===== config.mk =====
export PLATFORM = sky130hd
export DESIGN_NAME = rsa_modexp
export DESIGN_NICKNAME = d
export VERILOG_FILES = /design/src/rtl/rsa_pkg.sv /design/src/rtl/rsa_mod_mul.sv /design/src/rtl/rsa_modexp.sv
export SDC_FILE = /design/constraint.sdc
export NUM_CORES = 1
export LEC_CHECK = 0
export CORE_AREA = 2 2 124 126
export CTS_CLUSTER_SIZE = 30
export DETAILED_ROUTE_END_ITERATION = 8
export DIE_AREA = 0 0 126 128
export PLACE_DENSITY = 0.88
export RECOVER_POWER = 100
export SLEW_MARGIN = 5
export SYNTH_ARGS = -nofsm -noshare
export SYNTH_HDL_FRONTEND = slang
export SYNTH_SLANG_ARGS = --single-unit

===== constraint.sdc =====
create_clock -name clk -period 86.2 [get_ports clk]
set_clock_uncertainty 0.1 [all_clocks]
set_input_delay 12.93 -clock clk [delete_from_list [all_inputs] [get_ports clk]]
set_output_delay 12.93 -clock clk [all_outputs]
set_load 0.1 [all_outputs]

===== src/rtl/rsa_pkg.sv =====
// ============================================================================
//  Module   : rsa_pkg
//  Desc     : Shared RSA types and constants (state enum, key-width helper).
//  Revision : 1.0
// ============================================================================
`default_nettype none

package rsa_pkg;

    // Prime width shared with the key-generation IP.
    localparam int c_rsa_width = 4;

    typedef enum logic [1:0] {
        IDLE = 2'd0,
        SQR  = 2'd1,
        MUL  = 2'd2,
        DONE = 2'd3
    } rsa_state_t;

    // Key and data width: twice the prime width.
    function automatic int ew_of(input int width);
        return 2 * width;
    endfunction

endpackage

`default_nettype wire


===== src/rtl/rsa_mod_mul.sv =====
// ============================================================================
//  Module   : rsa_mod_mul
//  Desc     : Combinational (a*b) mod n over EW-bit operands; n=0 yields 0.
//  Revision : 1.0
// ============================================================================
`default_nettype none

module rsa_mod_mul #(
    parameter int EW = 8
) (
    input  logic [EW-1:0] i_a,
    input  logic [EW-1:0] i_b,
    input  logic [EW-1:0] i_n,
    output logic [EW-1:0] o_r
);

    logic [2*EW-1:0] w_prod;

    always_comb begin
        w_prod = {{EW{1'b0}}, i_a} * {{EW{1'b0}}, i_b};
        o_r    = '0;
        if (i_n != '0) begin
            o_r = EW'(w_prod % {{EW{1'b0}}, i_n});
        end
    end

endmodule

`default_nettype wire


===== src/rtl/rsa_modexp.sv =====
// ============================================================================
//  Module   : rsa_modexp
//  Desc     : Left-to-right square-and-multiply M = C^D mod N, one product per
//             cycle. RSA_MODEXP_SKIP_LEADING_EN starts at the top set bit of D.
//  Revision : 1.0
// ============================================================================
`default_nettype none

module rsa_modexp
    import rsa_pkg::*;
#(
    parameter int  WIDTH = c_rsa_width,
    localparam int EW    = ew_of(WIDTH)
) (
    input  logic          clk,
    input  logic          rst_n,
    input  logic          in_valid,
    input  logic [EW-1:0] in_n,
    input  logic [EW-1:0] in_d,
    input  logic [EW-1:0] in_c,
    output logic          busy,
    output logic          out_valid,
    output logic [EW-1:0] out_m
);

    localparam int IW = $clog2(EW);

    rsa_state_t    r_state;
    logic [EW-1:0] r_n;
    logic [EW-1:0] r_d;
    logic [EW-1:0] r_base;
    logic [EW-1:0] r_acc;
    logic [IW-1:0] r_idx;
    logic          r_busy;
    logic          r_valid;
    logic [EW-1:0] r_m;

    logic [EW-1:0] w_mul_a;
    logic [EW-1:0] w_mul_b;
    logic [EW-1:0] w_mul_n;
    logic [EW-1:0] w_mul_r;
    logic [EW-1:0] w_acc_init;
    logic [IW-1:0] w_load_idx;
    rsa_state_t    w_load_state;

`ifdef RSA_MODEXP_SKIP_LEADING_EN
    function automatic logic [IW-1:0] msb_idx(input logic [EW-1:0] v);
        msb_idx = '0;
        for (int i = 0; i < EW; i++) begin
            if (v[i]) msb_idx = IW'(i);
        end
    endfunction

    assign w_load_idx   = msb_idx(in_d);
    assign w_load_state = (in_d == '0) ? DONE : SQR;
`else
    assign w_load_idx   = IW'(EW - 1);
    assign w_load_state = SQR;
`endif

    // 1 mod N collapses to 0 for N<=1, so N=0 and N=1 both finish at 0.
    assign w_acc_init = (in_n > EW'(1)) ? EW'(1) : '0;

    // The single multiplier also performs the C mod N reduction at load.
    always_comb begin
        w_mul_a = r_acc;
        w_mul_b = r_acc;
        w_mul_n = r_n;
        case (r_state)
            IDLE: begin
                w_mul_a = in_c;
                w_mul_b = EW'(1);
                w_mul_n = in_n;
            end
            MUL:     w_mul_b = r_base;
            default: ;
        endcase
    end

    rsa_mod_mul #(.EW(EW)) u_mod_mul (
        .i_a (w_mul_a),
        .i_b (w_mul_b),
        .i_n (w_mul_n),
        .o_r (w_mul_r)
    );

    always_ff @(posedge clk or negedge rst_n) begin
        if (!rst_n) begin
            r_state <= IDLE;
            r_n     <= '0;
            r_d     <= '0;
            r_base  <= '0;
            r_acc   <= '0;
            r_idx   <= '0;
            r_busy  <= 1'b0;
            r_valid <= 1'b0;
            r_m     <= '0;
        end else begin
            case (r_state)
                IDLE: begin
                    r_valid <= 1'b0;
                    r_m     <= '0;
                    r_busy  <= in_valid;
                    if (in_valid) begin
                        r_n     <= in_n;
                        r_d     <= in_d;
                        r_base  <= w_mul_r;
                        r_acc   <= w_acc_init;
                        r_idx   <= w_load_idx;
                        r_state <= w_load_state;
                    end
                end
                SQR: begin
                    r_acc   <= w_mul_r;
                    r_state <= MUL;
                end
                MUL: begin
                    if (r_d[r_idx]) r_acc <= w_mul_r;
                    if (r_idx == '0) begin
                        r_state <= DONE;
                    end else begin
                        r_idx   <= r_idx - 1'b1;
                        r_state <= SQR;
                    end
                end
                DONE: begin
                    r_valid <= 1'b1;
                    r_m     <= r_acc;
                    r_state <= IDLE;
                end
                default: r_state <= IDLE;
            endcase
        end
    end

    assign busy      = r_busy;
    assign out_valid = r_valid;
    assign out_m     = r_m;

endmodule

`default_nettype wire


# Word-level counts from Yosys, hierarchy flattened
# Cells that the tools add are included.
op_classes:
  order_cmp: 2
  n_reduce_logical: 9
  mul: 1
  addsub: 1
  muxes: 18
  div_mod_pow: 1
  n_eq_ne: 6
op_table:
  columns: ["cell", "n"]
  rows:
  - ["$mux W8", 5]
  - ["$pmux W8 S2", 2]
  - ["$pmux W8 S3", 1]
  - ["$mod A16 B8 Y16", 1]
  - ["$mul A8 B8 Y16", 1]
  - ["$gt A8 B1 Y1 const B", 1]
  - ["$pmux W2 S4", 1]
  - ["$reduce_bool A8 Y1", 1]
  - ["$mux W3", 2]
  - ["$ne A2 B2 Y1 const B", 3]
  - ["$pmux W3 S2", 1]
  - ["$reduce_and A3 Y1", 2]
  - ["$eq A2 B2 Y1 const B", 2]
  - ["$lt A3 B4 Y1 const B", 1]
  - ["$mux W2", 2]
  - ["$reduce_bool A2 Y1", 2]
  - ["$bmux W1 S3", 1]
  - ["$logic_not A3 Y1", 1]
  - ["$reduce_bool A3 Y1", 1]
  - ["$sub A3 B1 Y3 const B", 1]
  - ["$eq A2 B1 Y1 const B", 1]
  - ["$logic_not A2 Y1", 1]
  - ["$mux W1", 2]
  - ["$pmux W1 S2", 1]
  - ["$reduce_and A2 Y1", 1]
totals:
  elab_cells: 47
  inputBits: 27
  reg_bits: 47
  out_inout_bits: 10

# Logic depth before layout (Yosys ltp)
# Gate-level depths: netlist of the first run.
depth:
  word_depth: 7
  depth_mapped: 176

# Modules after synthesis
# From an unflattened synthesis of the first run, not the netlist that was laid out.
hier_totals:
  hier_cells: 1300
  area_unflattened_um2: 10536.4
modules_own_cells:
  columns: ["mod", "n_inst", "seq_area_each_um2", "area_per_inst_um2", "cells_per_inst"]
  rows:
  - ["rsa_mod_mul", 1, 0.0, 8229.1, 1087]
  - ["rsa_modexp", 1, 1176.1, 2307.2, 213]

# Least setup slack after synthesis of the first run
# OpenSTA, ideal clock, no wires.
synth_timing:
  kind: "in2reg"
  from: "input in_c[3]"
  to: "register r_acc[0]"
  setup_time_ps: 126
  slack_ps: 38865
  required_time_ps: 85974
  cell_stages: 163
  t_arrival_ps: 47109
  path_cell_list: "mux2i_1 > or2_2 > fa_1 > inv_1 > fa_1 > fa_1 > fa_1 > ha_1 > a21o_1 > a21oi_1 > a21oi_1 > a211oi_1 > nand2_1 > ha_1 > nor4b_2 > nor2_1 > ha_1 > o21a_1 > [127 not listed] > inv_1 > a211o_1 > nor2_1 > mux2_2 > ha_1 > nor2b_1 > o21ai_0 > nand2b_1 > a21o_1 > a21o_1 > o21ai_0 > nand2b_1 > a211o_1 > a31oi_1 > a21boi_0 > nand4_4 > mux2_2 > o32a_1"
synth_between:
  elab_chain_len: 6
synth_lines:
  columns: ["item", "line_no", "text"]
  rows:
  - ["start, declared", "rsa_modexp.sv:20", "input logic [EW-1:0] in_c,"]
  - ["$mux W8 (*)", "rsa_modexp.sv:69", "case (r_state)"]
  - ["$mul A8 B8 Y16 (*)", "rsa_mod_mul.sv:20", "w_prod = {{EW{1'b0}}, i_a} * {{EW{1'b0}}, i_b};"]
  - ["$mod A16 B8 Y16 (*)", "rsa_mod_mul.sv:23", "o_r = EW'(w_prod % {{EW{1'b0}}, i_n});"]
  - ["$mux W8 (*)", "rsa_mod_mul.sv:22", "if (i_n != '0) begin"]
  - ["$mux W8", "rsa_modexp.sv:118", "if (r_d[r_idx]) r_acc <= w_mul_r;"]
  - ["$pmux W8 S3 (*)", "rsa_modexp.sv:99", "case (r_state)"]
  - ["end signal, assigned", "rsa_modexp.sv:108", "r_acc <= w_acc_init;"]
  - ["end signal, assigned", "rsa_modexp.sv:114", "r_acc <= w_mul_r;"]
  - ["end signal, assigned", "rsa_modexp.sv:118", null]
  - ["end, declared", "rsa_modexp.sv:32", "logic [EW-1:0] r_acc;"]
# Mark *: on every way between the ends. The rest lies on a longest branch, timed or not. The select of a mux whose other input is x is not followed.
# A chain may end at the register's enable or synchronous reset.

# Worst setup path after layout of the first run
layout_timing:
  from: "input in_c[1]"
  to: "register r_acc[0]"
# Same word-level chain as after synthesis.

==> results of run 1 <==
==> layout make-up <==
type	count	share of cell area (%)
flip-flops and latches	47	11.0
well taps	188	2.19
clock inverters	3	0.443
clock buffers	5	1.17
repair buffers	46	3.96
inverters	76	2.66
multi-input cells	1077	78.6
==> registers in the layout, indices dropped and copies added (netlist names) <==
| name | cells |
|---|---|
| out_m | 8 |
| r_acc | 8 |
| r_base | 8 |
| r_d | 8 |
| r_n | 8 |
| r_idx | 3 |
| r_state | 2 |
| busy | 1 |
| out_valid | 1 |
==> worst paths after layout <==
| kind | startpoint | to | slack [ns] | cells after the start |
|---|---|---|---|---|
| hold reg to reg | out_m[5] | out_m[5] | 0.38 | 2 |
| max in group asynchronous | rst_n | r_n[2] | 71.33 | 1 |
| setup reg to reg | r_state[0] | r_acc[0] | 43.14 | 160 |
| min in group asynchronous | rst_n | out_m[7] | 13.30 | 1 |
| hold / removal | out_m[5] | out_m[5] | 0.38 | 2 |
| setup / recovery | in_c[1] | r_acc[0] | 31.47 | 158 |
==> cells in the final DEF, fill, tap and decap left out, drive strengths merged, types with 11 or more instances in the layout <==
cell type      Yosys  final
dlygate4sd3        0     11
nand4             14     14
xor2              23     23
nor3              56     56
inv               76     77
nand3             20     20
dfrtp             47     47
fa                37     37
clkdlybuf4s50      0     24
o21a              46     46
ha               143    143
or2               25     25
a21oi             61     61
a21o              37     37
nand2             94     94
o211ai            12     12
nor2             134    134
o21ai             65     65
mux2i             34     34
xnor2             28     28
a31oi             11     11
o31ai             17     17
mux2              53     53
nor2b             15     15
==> worst min-delay path, stage by stage (launching register included) <==
cell	delay, ns
dfrtp_1	0.34
nand2_1	0.05
o21ai_0	0.06
==> through the flow <==
step | hold slack, ns | std cells
2_1_floorplan | 0.351 | 1222
3_3_place_gp | 0.365 | 1434
3_5_place_dp | 0.372 | 1434
4_1_cts | 0.388 | 1442
5_1_grt | 0.425 | 1442
6_report | 0.382 | 1442
==> metal layers <==
metal  share of wire [%]  track usage [%]  vias up
met5                   0                0        -
met4                 3.5             10.4        0
met3                 6.3             2.59       89
met2                  48             57.0      383
met1                  42             41.2     4538
li1                    -                -     4577
==> logic make-up (layout without fill, tap and decap cells) <==
logic type | after synthesis | count (layout) | synth area share, %
compound gates | 348 | 348 | 25.0
fa+ha+maj | 181 | 181 | 25.3
flops | 47 | 47 | 11.7
buf+inv | 98 | 130 | 3.80
simple gates | 408 | 408 | 19.8
mux | 89 | 89 | 10.0
xor+xnor | 51 | 51 | 4.45
==> qor.txt, run 1 <==
Ys flop type -> dfrtp_1
Clock Tree Root -> clkbuf_16
Antenna Nets Post-Route -> 0
Drt pass-1 iters -> 7
CTS tree -> built
Final nets -> 1460
RSZ-0062 raised after global routing -> false
Max Cap Viol -> 1
Ys async rst share -> 100%
CP max-delay cell -> o221ai_1
# DRC -> 0
Layout cell share with drive strength beyond 1 -> 10.0%
Dpl hpwl -> 20.4 mm
Fillers -> 1123
Footprint of the multi-input gates -> 8440 um2
Worst slew margin -> -62.6%
FMAX -> 18.3 MHz
Yosys cell types -> 95
DP Area -> 10600 um2
ANT cells -> 0
Critical Path Max Stage Delay -> 0.82 ns
Clock-pin slew on the worst setup and hold paths -> 0.07 ns
Crit path max fanout -> 14
Total number of vias -> 9587
Hold Path Class -> flip-flop to flip-flop
Status -> complete, but fails checks
Post-CTS setup repair buffer count -> 0
# hold bufs at CTS -> 0
I/O pins -> 37
Synth Cell Area -> 10000 um2
Die area -> 16100 um2
GR Overflow Total -> 0
Fin. Hold Viols -> 0
Synth-to-Final Area Change -> 6.86%
Port Buffer Count -> 36
Clock Path Buffers -> 2
Number of flops mapped to enable cells by yosys -> 0
Die Wd -> 126 um
CP top delay family -> compound AO/OA/AOI/OAI gates
Top cells by count, synth -> ha_1 (143), nor2_1 (134), nand2_1 (93)
Count leader, synth -> ha_1
Vias per cell -> 6.65
Synth top area share -> 17.8%
Fin crit share -> 63.5%
Fin Setup TNS -> 0 ns
Top post-synthesis cells by area -> ha_1 (18%), dfrtp_1 (12%), fa_1 (7.4%)
Post-synthesis area per instance -> 8.22 um2
Failing checks -> max-capacitance violations, max-slew violations
First-pass GRT wire length -> 43.8 mm
Final instance area -> 10700 um2
Pre-CTS setup slack -> 34.10 ns
Post-synth top area cell -> ha_1
Initial DRC count -> 720
Setup violators final -> 0
Initial core utilization -> 67.6%
RePlAce Congestion -> 0.949
Worst EP arrival -> 54.80 ns
Die Ht -> 128 um
Syn Nets -> 1429
Minimum clock period -> 54.73 ns
CP Data Required Time -> 86.27 ns
Initial antenna violation count -> 0
# resized after CTS -> 0
Synthesized flop and latch total -> 47
Vias in the first global route -> 9433
Final worst slack -> 31.47 ns
Final WL -> 25.8 mm
Worst Tran Pin Value -> 2.44 ns
Clk sinks -> 47
Ys Warns -> 0
Core Area -> 14900 um2
Worst path bufs/invs -> 6
Max-slew violation count -> 48
Worst-skew pair later-pin latency -> 0.28 ns
Crit Path Class -> input pin to flip-flop
Cell repeated most along the worst path -> o21a_1
WL per Instance -> 17.9 um
Crit path capture type -> flip-flop
Row count -> 45
Reg area -> 1180 um2
Sequential share of the synthesized area -> 11.7%
Mapped Cells -> 1222
Total Routing Usage GR -> 32.0%
Num CTS Buffers -> 5
CP startpoint kind -> input pin
Largest net degree at the start of global routing -> 48
Util after Layout -> 72.2%
H-tree Lvls -> 2
Power of run 1 is not shown: default switching activity piles up to over one toggle a cycle in this logic, so the estimate is an artifact.
==> run 2, diff against run 1 <==
- CORE_AREA: 2 2 124 126 -> 2 2 135 137
- DIE_AREA: 0 0 126 128 -> 0 0 137 139
- PLACE_DENSITY: 0.88 -> 0.78
- clock period: 86.2 -> 49 ns (I/O delays scaled with it)
==> run 2 against run 1 <==
The flow still finishes with violations (max-capacitance violations, max-slew violations); critical endpoint unchanged; largest cell class unchanged; die area up 18%; non-clock buffer count rose by 1; routed wire length is 3.2% lower.
==> qor.txt, run 2 (synthesis gave the netlist of run 1 again) <==
Status -> complete, but fails checks (unchanged)
Failing checks -> max-capacitance violations, max-slew violations (unchanged)
Total number of vias -> 9279 (was 9587)
Clk sinks -> 47 (unchanged)
Max Cap Viol -> 1 (unchanged)
Port Buffer Count -> 36 (unchanged)
Most frequent cells in the layout -> ha_1 (143), nor2_1 (133), nand2_1 (93) (was ha_1 (143), nor2_1 (134), nand2_1 (93))
DP Area -> 10700 um2 (was 10600 um2)
Crit path max fanout -> 14 (unchanged)
Cell Count, Final, Fillers Out -> 1483 (was 1442)
Dpl hpwl -> 19.9 mm (was 20.4 mm)
Hold WS -> 0.378 ns (was 0.382 ns)
Row count -> 49 (was 45)
Die Wd -> 137 um (was 126 um)
Worst Tran Pin Value -> 2.49 ns (was 2.44 ns)
RePlAce Congestion -> 0.883 (was 0.949)
# DRC -> 0 (unchanged)
Largest net degree at the start of global routing -> 48 (unchanged)
Vias in the first global route -> 8910 (was 9433)
Total Routing Usage GR -> 26.2% (was 32.0%)
Crit path capture type -> flip-flop (unchanged)
CP startpoint kind -> input pin (unchanged)
Crit Path Class -> input pin to flip-flop (unchanged)
CP max-delay cell -> mux2i_1 (was o221ai_1)
Footprint of the multi-input gates -> 8520 um2 (was 8440 um2)
WL per Instance -> 16.9 um (was 17.9 um)
Drt pass-1 iters -> 5 (was 7)
Worst EP arrival -> 46.36 ns (was 54.80 ns)
Post-CTS setup repair buffer count -> 0 (unchanged)
Core Area -> 17700 um2 (was 14900 um2)
First-pass GRT wire length -> 41.7 mm (was 43.8 mm)
Clock Path Buffers -> 2 (unchanged)
Worst-skew pair later-pin latency -> 0.29 ns (was 0.28 ns)
Final instance area -> 10800 um2 (was 10700 um2)
Met1 usage -> 35.8% (was 41.2%)
Worst slew margin -> -65.8% (was -62.6%)
Placed Cells -> 1476 (was 1434)
Final WL -> 25.0 mm (was 25.8 mm)
Die area -> 19000 um2 (was 16100 um2)
Minimum clock period -> 46.29 ns
Die Ht -> 139 um (was 128 um)
Initial DRC count -> 482 (was 720)
GR Overflow Total -> 0 (unchanged)
Setup violators final -> 0 (unchanged)
Fillers -> 1564 (was 1123)
CTS tree -> built (unchanged)
Fin crit share -> 94.5%
Fin. Hold Viols -> 0 (unchanged)
Layout cell share with drive strength beyond 1 -> 11.4% (was 10.0%)
Num CTS Buffers -> 5 (unchanged)
FMAX -> 21.6 MHz
Hold Path Class -> flip-flop to flip-flop (unchanged)
R2r setup slk -> 8.80 ns (was 43.14 ns)
Routing usage on met2 -> 43.8% (was 57.0%)
Max-slew violation count -> 48 (unchanged)
CP Data Required Time -> 49.06 ns (was 86.27 ns)
GRT busiest layer -> met2 (unchanged)
Antenna Nets Post-Route -> 0 (unchanged)
Initial antenna violation count -> 0 (unchanged)
Initial core utilization -> 56.9% (was 67.6%)
Cell repeated most along the worst path -> o21a_1 (unchanged)
Critical Path Max Stage Delay -> 0.65 ns (was 0.82 ns)
H-tree Lvls -> 2 (unchanged)
Clock Tree Root -> clkbuf_16 (unchanged)
Met3 global-route usage -> 2.56% (was 2.59%)
Vias per cell -> 6.26 (was 6.65)
Synth-to-Final Area Change -> 8.00% (was 6.86%)
Most common cell after layout, fill and taps aside -> ha_1 (unchanged)
Clock-pin slew on the worst setup and hold paths -> 0.07 ns (about the same)
Final nets -> 1461 (was 1460)
ANT cells -> 0 (unchanged)
Reg area -> 1180 um2 (unchanged)
I/O pins -> 37 (unchanged)
Util after Layout -> 61.4% (was 72.2%)
## run 2: cell types whose count changed in the layout (fill, tap and decap cells not counted), sizes merged
cell,before,now
buf,9,11
clkbuf,7,6
clkinv,1,2
inv,77,76
bufinv,1,0
## run 2: timing repair
item                                   CTS  global route
endpoints found under the hold margin    0             0
setup endpoints to repair                0            16
hold buffers                             0             0
gates resized for setup                  0             6
## run 2: layout make-up
type | instances | area share [%]
multi-input combinational | 1077 | 78.6
sequential | 47 | 10.8
timing repair buffer | 47 | 4.03
tap | 229 | 2.64
inverter | 76 | 2.63
clock buffer | 5 | 1.15
clock inverter | 2 | 0.127
## run 2: worst max-delay path: cells and delay by family
family,cells,cell delay [ns]
buffers and inverters,6,0.89
adders and majority gates,21,7.19
AOI/OAI and AO/OA,78,17.63
muxes,10,3.58
and+or+nand+nor,44,9.65
## run 2: worst paths after layout
check / from / endpoint / cells past startpoint
worst max-delay path: in_c[4] / r_acc[0] / 159
max in group asynchronous: rst_n / r_d[6] / 1
worst min register to register: out_m[0] / out_m[0] / 2
worst max register to register: r_state[0] / r_acc[0] / 160
min in group asynchronous: rst_n / busy / 1
worst min-delay path: out_m[0] / out_m[0] / 2
## run 2: metal layers
| metal | share of wire, % | vias to the layer above |
|---|---|---|
| li1 | - | 4586 |
| met4 | 2.5 | 0 |
| met5 | 0 | - |
| met1 | 45 | 4389 |
| met2 | 47 | 248 |
| met3 | 5.2 | 56 |
## run 2: stage by stage
step | setup slack, ns | setup TNS (ns)
2_1_floorplan | 7.25 | 0
3_3_place_gp | 2.57 | 0
3_5_place_dp | 1.93 | 0
4_1_cts | 2.03 | 0
5_1_grt | -0.0195 | -0.0195
6_report | 2.71 | 0
Power of run 2 is left out for the same reason.
